[config.mk]
export PLATFORM = sky130hd
export DESIGN_NAME = apb_master_bridge
export DESIGN_NICKNAME = d
export VERILOG_FILES = /design/src/rtl/apb_pkg.sv /design/src/rtl/apb_master_bridge.sv
export SDC_FILE = /design/constraint.sdc
export NUM_CORES = 1
export LEC_CHECK = 0
export ABC_CLOCK_PERIOD_IN_PS = 6900
export CORE_MARGIN = 5
export CORE_UTILIZATION = 46
export DETAILED_ROUTE_END_ITERATION = 8
export HOLD_SLACK_MARGIN = 0.08
export PLACE_DENSITY = 0.86
export SLEW_MARGIN = 20
export SYNTH_ARGS = -nofsm -noshare
export SYNTH_HDL_FRONTEND = slang
export SYNTH_SLANG_ARGS = --single-unit
[constraint.sdc]
create_clock -name PCLK -period 6.9 [get_ports PCLK]
set_clock_uncertainty 0.05 [all_clocks]
set_input_delay 1.38 -clock PCLK [delete_from_list [all_inputs] [get_ports PCLK]]
set_output_delay 1.38 -clock PCLK [all_outputs]
set_load 0.02 [all_outputs]
[src/rtl/apb_pkg.sv]
// Shared types and defaults for the APB3 master bridge.
package apb_pkg;

    // Default bus widths used by the bridge parameters.
    localparam int unsigned APB_DATA_WIDTH = 32;
    localparam int unsigned APB_ADDR_WIDTH = 32;

    // A TIMEOUT_CYCLES value of this turns the PREADY watchdog off.
    localparam int unsigned TIMEOUT_DISABLED = 0;

    // Bridge transfer phases.
    typedef enum logic [1:0] {
        StIdle   = 2'd0,
        StSetup  = 2'd1,
        StAccess = 2'd2,
        StResp   = 2'd3
    } apb_state_e;

endpackage

[src/rtl/apb_master_bridge.sv]
// APB3 initiator: one outstanding single-word transfer at a time, with a
// PREADY watchdog that aborts a stalled ACCESS phase and flags a timeout.
module apb_master_bridge
    import apb_pkg::*;
#(
    parameter int unsigned DATA_WIDTH     = APB_DATA_WIDTH,
    parameter int unsigned ADDR_WIDTH     = APB_ADDR_WIDTH,
    parameter int unsigned TIMEOUT_CYCLES = 256
) (
    input  logic                  PCLK,
    input  logic                  PRESET,
    // Request channel
    input  logic                  req_valid,
    output logic                  req_ready,
    input  logic [ADDR_WIDTH-1:0] req_addr,
    input  logic                  req_write,
    input  logic [DATA_WIDTH-1:0] req_wdata,
    // Response channel
    output logic                  rsp_valid,
    input  logic                  rsp_ready,
    output logic [DATA_WIDTH-1:0] rsp_rdata,
    output logic                  rsp_timeout,
    // APB3 master port
    output logic [ADDR_WIDTH-1:0] PADDR,
    output logic                  PSEL,
    output logic                  PENABLE,
    output logic                  PWRITE,
    output logic [DATA_WIDTH-1:0] PWDATA,
    input  logic                  PREADY,
    input  logic [DATA_WIDTH-1:0] PRDATA
);

    // Counter must hold the value TIMEOUT_CYCLES itself; keep at least one bit.
    localparam int unsigned CntWidth =
        (TIMEOUT_CYCLES == TIMEOUT_DISABLED) ? 1 : $clog2(TIMEOUT_CYCLES + 1);
    localparam logic [CntWidth-1:0] CntMax = CntWidth'(TIMEOUT_CYCLES);
    localparam bit TimeoutEn = (TIMEOUT_CYCLES != TIMEOUT_DISABLED);

    apb_state_e            state_q, state_d;
    logic [CntWidth-1:0]   cnt_q, cnt_d;
    logic [ADDR_WIDTH-1:0] paddr_q, paddr_d;
    logic                  pwrite_q, pwrite_d;
    logic [DATA_WIDTH-1:0] pwdata_q, pwdata_d;
    logic [DATA_WIDTH-1:0] rdata_q, rdata_d;
    logic                  timeout_q, timeout_d;

    // State and datapath registers; reset returns every output to its idle value.
    always_ff @(posedge PCLK or posedge PRESET) begin
        if (PRESET) begin
            state_q   <= StIdle;
            cnt_q     <= '0;
            paddr_q   <= '0;
            pwrite_q  <= 1'b0;
            pwdata_q  <= '0;
            rdata_q   <= '0;
            timeout_q <= 1'b0;
        end else begin
            state_q   <= state_d;
            cnt_q     <= cnt_d;
            paddr_q   <= paddr_d;
            pwrite_q  <= pwrite_d;
            pwdata_q  <= pwdata_d;
            rdata_q   <= rdata_d;
            timeout_q <= timeout_d;
        end
    end

    // Next-state logic: accept, one SETUP cycle, ACCESS with watchdog, hold response.
    always_comb begin
        state_d   = state_q;
        cnt_d     = cnt_q;
        paddr_d   = paddr_q;
        pwrite_d  = pwrite_q;
        pwdata_d  = pwdata_q;
        rdata_d   = rdata_q;
        timeout_d = timeout_q;

        unique case (state_q)
            StIdle: begin
                if (req_valid) begin
                    // APB address/control only move on acceptance.
                    paddr_d  = req_addr;
                    pwrite_d = req_write;
                    pwdata_d = req_wdata;
                    state_d  = StSetup;
                end
            end
            StSetup: begin
                cnt_d   = '0;
                state_d = StAccess;
            end
            StAccess: begin
                // PREADY is checked first so a last-cycle ready beats the watchdog.
                if (PREADY) begin
                    rdata_d   = pwrite_q ? '0 : PRDATA;
                    timeout_d = 1'b0;
                    state_d   = StResp;
                end else if (TimeoutEn && (cnt_q == CntMax)) begin
                    rdata_d   = '0;
                    timeout_d = 1'b1;
                    state_d   = StResp;
                end else if (TimeoutEn) begin
                    cnt_d = cnt_q + CntWidth'(1);
                end
            end
            StResp: begin
                if (rsp_ready) begin
                    state_d = StIdle;
                end
            end
            default: state_d = StIdle;
        endcase
    end

    // Phase-decoded outputs; they follow the asynchronously reset state at once.
    always_comb begin
        req_ready   = (state_q == StIdle) && !PRESET;
        PSEL        = (state_q == StSetup) || (state_q == StAccess);
        PENABLE     = (state_q == StAccess);
        rsp_valid   = (state_q == StResp);
        PADDR       = paddr_q;
        PWRITE      = pwrite_q;
        PWDATA      = pwdata_q;
        rsp_rdata   = rdata_q;
        rsp_timeout = timeout_q;
    end

endmodule
==> results.cfg, run 1 <==
[run_status]
status = finished clean

[synthesis]
synth_edf_count = 0
synthesis.nets = 455
synth_mux_area_frac = 0.154
synth_top_cell_area_share = 0.566
yosysWarnings = 0
synth_xor_area_frac = 0
synthSimpleGateAreaFrac = 0.0545
synth_ff_type = dfrtp_1
synth_compound_area_frac = 0.169
ys_ff_latch = 109
synth.cell_area_um2 = 4820
synth_top_family_by_area = compound AO/OA/AOI/OAI gates
synth_commonest_cells = dfrtp_1 (109), mux2_2 (65), a221o_1 (32), o211a_1 (32), clkbuf_1 (18)
synthAdderAreaFrac = 0.0156
syn_inst = 347
synth_most_common_cell = dfrtp_1
avgSynthCellArea_um2 = 13.9
synth_top_cell_by_area = dfrtp_1
async_flop_share = 1.00
yosysSeqAreaShare = 0.566
ys_types = 41
synth_area_leaders = dfrtp_1 (57%), mux2_2 (15%), a221o_1 (6.6%)

[timing]
hold_viol = 0
max_freq_mhz = 248
holdWs_ns = 0.462
setup_viol = 0
fin_crit_sh = 0.585
relSlewSlack = 0.309
tightest_slew_ns = 1.03
setup_tns_ns = 0
min_period_ns = 4.04
rsz0062_at_grt = no
slew_violations = 0

[worst_setup_path]
slowest_stage = clkdlybuf4s50_1
crit_start = PRESET
crit_path_frequent_cell = clkdlybuf4s50_1
r2r_start = state_q[0]$_DFFE_PP0P_
cp_max_fo = 2
crit_type = in2out
critPathBufInv = 2
critical-path-top-delay-family = buffers and inverters
critPathMaxStageDelay_ns = 0.62
crit_arrival_ns = 2.61
critPathLaunchType = input pin
cp-end-kind = primary output
worstPathCellList = clkdlybuf4s50_1 > nor2b_1 > clkdlybuf4s50_1
required_ns = 5.47

[layout]
area_growth_pct = 47.2
drive_gt1_frac = 0.169
finalNonFillerCells = 676
diodes = 0
nets = 643
final_area_um2 = 7100
utilization = 0.691

[route]
highest-signal-layer = met4
wl_um = 12900
routed-wl-met2_um = 6460
dr_wl_met3_um = 906
wl_met1_um = 5220
vias = 3657
viasPerCell = 5.41
drc_errors = 0
drt_iter0_drc = 226
antenna_left = 0
drtPass1Iterations = 4
routedWlPerCell_um = 19.0

[clocking]
cts_max_path_buffers = 2
htreeDepth = 3
cts_tree = built
cts_root_buffer = clkbuf_8
cts-hold-fix-buffers = 0
postCtsSetupRepairBufs = 0
insertion_delay_ns = 0.35
cts_sinks = 109
cts-buffers-inserted = 9
clkSlewWorstSetupHoldPaths_ns = 0.10
post_cts_resize_count = 0

[grt]
grt_usage = 0.201
first_global_vias = 3895
grt_pass1_wl_um = 20600
overflow = 0
grt_max_degree = 70
antenna_found_initial = 0

[power]
ir_drop_uv = 220
cellPowerDensity_nw_per_um2 = 450
p_leak_nw = 3.00

[placed_design]
placed_area_um2 = 6890
place.gp.congestion = 0.834
hpwlAfterDp_um = 9490
portBuffers = 203
dpl.cell_count = 660

[die]
die_area_um2 = 12600
start_util = 0.469
die_h_um = 112
ios = 204
dieWidth_um = 112
rows = 37
core_um2 = 10300

[run]
cap_violations = 0

[worst_hold_path]
holdCritPathClass = reg2reg
hp-start = PADDR[19]$_DFFE_PP0P_
==> cells in the final DEF, fill, tap and decap left out, types with 2 or more instances in the layout <==
cell type	count
a21oi_1	2
or4_1	3
buf_4	3
inv_1	7
a221o_1	32
o311ai_0	2
clkbuf_8	10
nor4b_1	2
ha_1	6
nand4b_1	2
o211ai_1	7
nand2_1	5
o22ai_1	2
nand4_1	2
nand2b_1	6
o211a_1	32
nand3_1	5
mux2_2	65
inv_6	2
nor2b_1	6
dfrtp_1	109
nand3b_1	3
clkdlybuf4s50_1	203
==> report_power, final <==
group | switching, W | internal, W | total [W]
Clock | 0.000214 | 0.000181 | 0.000394
Sequential | 0.000175 | 0.000925 | 0.00110
Combinational | 0.000810 | 0.000891 | 0.00170
==> worst register-to-register path, cell delays in order (launching register included) <==
cell and delay (ns):
dfrtp_1 0.40, inv_1 0.14, ha_1 0.56, clkinv_1 0.99, nor3_2 0.35, buf_4 0.38, a221o_1 0.24
==> final timing paths <==
kind | to | cells past startpoint | slack (ns)
min in group asynchronous | PWDATA[13]$_DFFE_PP0P_ | 2 | 1.40
setup / recovery | req_ready | 3 | 2.86
hold reg to reg | PADDR[19]$_DFFE_PP0P_ | 1 | 0.46
max in group asynchronous | rsp_rdata[12]$_DFFE_PP0P_ | 3 | 4.16
setup reg to reg | rsp_rdata[16]$_DFFE_PP0P_ | 6 | 3.74
hold / removal | PADDR[19]$_DFFE_PP0P_ | 1 | 0.46
==> logic make-up after synthesis <==
| logic type | after synthesis |
|---|---|
| buf+inv | 38 |
| mux | 66 |
| fa+ha+maj | 6 |
| flops | 109 |
| simple gates | 41 |
| compound gates | 87 |
==> per-stage QoR <==
stage | worst slack (ns) | total power [W]
after global routing | 2.80 | 0.00337
after floorplan | 2.60 | 0.00202
final | 2.86 | 0.00319
after detailed placement | 2.86 | 0.00283
after global placement | 2.85 | 0.00276
after CTS | 2.86 | 0.00323
==> state kept, by name (all words and copies together), names as in the netlist <==
signal       count
state_q          2
rsp_rdata       32
PWRITE           1
rsp_timeout      1
cnt_q            9
PADDR           32
PWDATA          32
==> routing by layer <==
metal	GRT usage	vias up
met5	0	-
met2	0.337	155
met3	0.0437	18
li1	-	1701
met1	0.260	1783
met4	0.0657	0
==> layout make-up <==
cell class / instances / area, µm²
clock buffers: 10 / 138
repair buffers: 206 / 2050
multi-input cells: 200 / 1900
clock inverters: 6 / 68.8
fillers: 750 / 3180
inverters: 9 / 36.3
flip-flops and latches: 109 / 2730
well taps: 136 / 170
Power figures use the tool's default switching activity.
==> inputs of run 2 (changes only) <==
--- a/config.mk
+++ b/config.mk
@@ -5,12 +5,12 @@
 export SDC_FILE = /design/constraint.sdc
 export NUM_CORES = 1
 export LEC_CHECK = 0
-export ABC_CLOCK_PERIOD_IN_PS = 6900
+export ABC_CLOCK_PERIOD_IN_PS = 3250
 export CORE_MARGIN = 5
-export CORE_UTILIZATION = 46
+export CORE_UTILIZATION = 39
 export DETAILED_ROUTE_END_ITERATION = 8
 export HOLD_SLACK_MARGIN = 0.08
-export PLACE_DENSITY = 0.86
+export PLACE_DENSITY = 0.77
 export SLEW_MARGIN = 20
 export SYNTH_ARGS = -nofsm -noshare
 export SYNTH_HDL_FRONTEND = slang
==> constraint.sdc (replaced) <==
create_clock -name PCLK -period 3.25 [get_ports PCLK]
set_clock_uncertainty 0.05 [all_clocks]
set_input_delay 0.65 -clock PCLK [delete_from_list [all_inputs] [get_ports PCLK]]
set_output_delay 0.65 -clock PCLK [all_outputs]
set_load 0.02 [all_outputs]
==> run 2 against run 1 <==
- count of clock-buffer cells in the layout fell by 1
- critical path depth did not move
- sequential power rose by 110%
- clock power rose to 2.8 times the previous value
- cell area rose by 3.0%
- sequential cell count did not move
- final cell count rose by 5.8%
- hold slack got worse by 0.0081 ns
- non-clock buffer count rose by 8
==> results.cfg, run 2 (synthesis gave the netlist of run 1 again) <==
[grt]
overflow = 0
grt_usage = 0.183
grt_pass1_wl_um = 21300
first_global_vias = 4024
antenna_found_initial = 0
grt_max_degree = 56

[worst_setup_path]
critPathLaunchType = register
cp-end-kind = primary output
cp_max_fo = 16
crit_arrival_ns = 2.11
required_ns = 2.55
crit_type = reg2out
ff2ff_setup_slack_ns = 0.76

[route]
drc_errors = 0
wl_um = 13500
viasPerCell = 5.27
routedWlPerCell_um = 18.8
wl_met1_um = 5840
drtPass1Iterations = 4
drt_iter0_drc = 246
highest-signal-layer = met4
antenna_left = 0
vias = 3768
dr_wl_met3_um = 942
routed-wl-met2_um = 6460

[placed_design]
place.gp.congestion = 0.787
portBuffers = 203
hpwlAfterDp_um = 9760
placed_area_um2 = 7020
dpl.cell_count = 700

[power]
p_seq_frac = 0.330
power_switching_share = 0.368
switching_power_w = 0.00261
cellPowerDensity_nw_per_um2 = 972
p_comb_frac = 0.516
p_int_w = 0.00449
ir_drop_uv = 408
pwr-share-clk = 0.154
p_leak_nw = 3.07

[timing]
max_freq_mhz = 356
slew_violations = 0
min_period_ns = 2.81
hold_viol = 0
tightest_slew_ns = 0.971
setup_viol = 0
relSlewSlack = 0.343
setup_tns_ns = 0
fin_crit_sh = 0.864
rsz0062_at_grt = no

[clocking]
cts-buffers-inserted = 9
cts_max_path_buffers = 2
insertion_delay_ns = 0.34
postCtsSetupRepairBufs = 0
cts_sinks = 109
cts_tree = built
cts-hold-fix-buffers = 0
post_cts_resize_count = 0
htreeDepth = 3
cts_root_buffer = clkbuf_16
clkSlewWorstSetupHoldPaths_ns = 0.07

[die]
core_um2 = 12100
start_util = 0.400
rows = 40
die_area_um2 = 14700
dieWidth_um = 121
ios = 204
die_h_um = 121

[layout]
nets = 651
area_growth_pct = 51.6
mostFrequentLayoutCell = clkdlybuf4s50_1
drive_gt1_frac = 0.179
finalNonFillerCells = 715
diodes = 0
fillers = 956
final_cell_mix = clkdlybuf4s50_1 (203), dfrtp_1 (109), mux2_2 (65)
final_area_um2 = 7310

[worst_hold_path]
holdCritPathClass = reg2reg

[run]
cap_violations = 0

[run_status]
status = finished clean
run 2: area by class of cell:
| class | count | area [µm²] | share of cell area |
|---|---|---|---|
| timing repair buffer | 214 | 2140 | 0.293 |
| clock inverter | 6 | 65.1 | 0.00890 |
| inverter | 9 | 37.5 | 0.00514 |
| tap | 168 | 210 | 0.0288 |
| multi-input combinational | 200 | 1900 | 0.260 |
| sequential | 109 | 2730 | 0.373 |
| clock buffer | 9 | 225 | 0.0308 |
run 2: worst paths after layout:
path / cells past startpoint / startpoint / end
worst max-delay path: 3 / state_q[1]$_DFFE_PP0P_ / PSEL
worst min-delay path: 1 / PWDATA[19]$_DFFE_PP0P_ / PWDATA[19]$_DFFE_PP0P_
worst max register to register: 5 / cnt_q[0]$_DFFE_PP0P_ / rsp_rdata[10]$_DFFE_PP0P_
worst min register to register: 1 / PWDATA[19]$_DFFE_PP0P_ / PWDATA[19]$_DFFE_PP0P_
max in group asynchronous: 3 / PRESET / rsp_rdata[1]$_DFFE_PP0P_
min in group asynchronous: 2 / PRESET / PADDR[20]$_DFFE_PP0P_
run 2: metal layers:
metal / track usage / vias to the layer above
li1: - / 1722
met1: 0.233 / 1883
met2: 0.307 / 148
met3: 0.0415 / 15
met4: 0.0637 / 0
met5: 0 / -
run 2: critical path, stage by stage (launching register included):
cell and delay (ns):
dfrtp_1 0.42, inv_1 0.09, ha_1 0.56, clkdlybuf4s50_1 0.69
run 2: stage by stage:
stage / util / setup slack (ns) / hold slack (ns) / power [W]
global route: 0.606 / 0.309 / 0.464 / 0.00750
detailed placement: 0.582 / 0.672 / 0.441 / 0.00607
finish: 0.606 / 0.441 / 0.454 / 0.00711
floorplan: - / 1.23 / 0.447 / 0.00430
CTS: 0.606 / 0.408 / 0.457 / 0.00719
global placement: 0.582 / 0.691 / 0.437 / 0.00595
run 2: power by group through the flow:
stage / combinational [W] / sequential (W) / clock, W
2_1_floorplan: 0.00127 / 0.00303 / 0
3_3_place_gp: 0.00361 / 0.00234 / 0
3_5_place_dp: 0.00371 / 0.00237 / 0
4_1_cts: 0.00372 / 0.00235 / 0.00112
5_1_grt: 0.00389 / 0.00243 / 0.00117
6_report: 0.00367 / 0.00234 / 0.00109
==> inputs of run 3 (changes only) <==
--- a/config.mk
+++ b/config.mk
@@ -6,7 +6,6 @@
 export NUM_CORES = 1
 export LEC_CHECK = 0
 export ABC_CLOCK_PERIOD_IN_PS = 3250
-export CORE_MARGIN = 5
 export CORE_UTILIZATION = 39
 export DETAILED_ROUTE_END_ITERATION = 8
 export HOLD_SLACK_MARGIN = 0.08
==> run 3 against run 2 <==
- first-iteration DRC count down 41%
- utilization about the same
- combinational power about the same
- sequential power about the same
- critical path type is now in2out
==> results.cfg, run 3 (synthesis gave the netlist of run 1 again) <==
[run_status]
status = finished clean

[layout]
fillers = 973
drive_gt1_frac = 0.178
nets = 649
area_growth_pct = 50.9
diodes = 0
ff_latch_area_um2 = 2730
utilization = 0.606
multi_input_area_um2 = 1900
final_cell_mix = clkdlybuf4s50_1 (203), dfrtp_1 (109), mux2_2 (65)
mostFrequentLayoutCell = clkdlybuf4s50_1
final_area_um2 = 7280

[timing]
setup_viol = 0
fin_crit_sh = 0.799
hold_viol = 0
rsz0062_at_grt = no
relSlewSlack = 0.472
max_freq_mhz = 385
setup_tns_ns = 0
tightest_slew_ns = 0.792
slew_violations = 0
holdWs_ns = 0.456
min_period_ns = 2.60

[power]
p_leak_nw = 3.08
ir_drop_uv = 414
power_w = 0.00702
cellPowerDensity_nw_per_um2 = 965

[worst_setup_path]
crit_type = in2out
cp_max_fo = 2
required_ns = 2.55
crit_path_frequent_cell = clkdlybuf4s50_1
crit_arrival_ns = 1.90
critPathLaunchType = input pin
cp-end-kind = primary output
ff2ff_setup_slack_ns = 0.76
crit_start = PRESET
r2r_start = cnt_q[0]$_DFFE_PP0P_
worstPathCellList = clkdlybuf4s50_1 > nor2b_1 > clkdlybuf4s50_1
slowest_stage = clkdlybuf4s50_1
critPathMaxStageDelay_ns = 0.61

[route]
drt_iter0_drc = 145
drc_errors = 0
vias = 3740
drtPass1Iterations = 4
viasPerCell = 5.40
antenna_left = 0
wl_um = 12500
routedWlPerCell_um = 18.0

[placed_design]
hpwlAfterDp_um = 8660
portBuffers = 203
placed_area_um2 = 6990
place.gp.congestion = 0.774

[grt]
overflow = 0
grt_pass1_wl_um = 19900
antenna_found_initial = 0
grt_usage = 0.197
first_global_vias = 3769
grt_max_degree = 110

[clocking]
clkSlewWorstSetupHoldPaths_ns = 0.08
cts-hold-fix-buffers = 0
postCtsSetupRepairBufs = 0
cts_sinks = 109
cts_max_path_buffers = 2
cts_root_buffer = clkbuf_16
cts_tree = built
htreeDepth = 3
insertion_delay_ns = 0.33
cts-buffers-inserted = 9
post_cts_resize_count = 0

[die]
die_area_um2 = 12800
die_h_um = 113
dieWidth_um = 113
start_util = 0.401
rows = 40
core_um2 = 12000
ios = 204

[worst_hold_path]
holdCritPathClass = reg2reg
hp-start = PWDATA[17]$_DFFE_PP0P_

[run]
cap_violations = 0
==> run 3: cell types whose count changed in the layout (fill, tap and decap cells not counted) <==
cell and change:
clkinv_4 +5, clkinvlp_4 -4, buf_4 -3, buf_12 +1, bufinv_16 -1, clkbuf_8 +1
==> run 3: metal layers <==
layer,up-vias,global-route usage,part of all wire
li1,1717,-,-
met1,1856,0.248,0.42
met3,20,0.0348,0.053
met2,147,0.335,0.50
met5,-,0,0
met4,0,0.0833,0.023
==> run 3: worst max-delay path, delay by kind of cell <==
kind | cells | cell delay [ns]
buffers and inverters | 2 | 1.08
AND/OR/NAND/NOR | 1 | 0.16
==> run 3: report_power, final <==
part	switching [W]	internal, W	leakage (nW)	total, W
sequential	0.000357	0.00197	1.26	0.00232
combinational	0.00172	0.00194	1.67	0.00365
clock	0.000496	0.000547	0.143	0.00104
total	0.00257	0.00445	3.08	0.00702
==> run 3: cell type report <==
class,instances,area share
Clock inverter,6,0.00671
Multi-Input combinational cell,200,0.261
Sequential cell,109,0.375
Clock buffer,10,0.0328
Inverter,9,0.00516
Timing Repair Buffer,212,0.294
Tap cell,147,0.0253
==> run 3: worst paths after layout <==
path                                        endpoint  cells after the start
setup / recovery                           req_ready                      3
hold / removal                PWDATA[17]$_DFFE_PP0P_                      1
setup reg to reg           rsp_rdata[14]$_DFFE_PP0P_                      5
hold reg to reg               PWDATA[17]$_DFFE_PP0P_                      1
max in group asynchronous       cnt_q[2]$_DFFE_PP0P_                      3
min in group asynchronous      PADDR[26]$_DFFE_PP0P_                      3
==> run 3: stage by stage <==
step | setup WS, ns | cells
2_1_floorplan | 1.23 | 347
3_3_place_gp | 0.644 | 677
3_5_place_dp | 0.629 | 677
4_1_cts | 0.624 | 693
5_1_grt | 0.575 | 693
6_report | 0.653 | 693
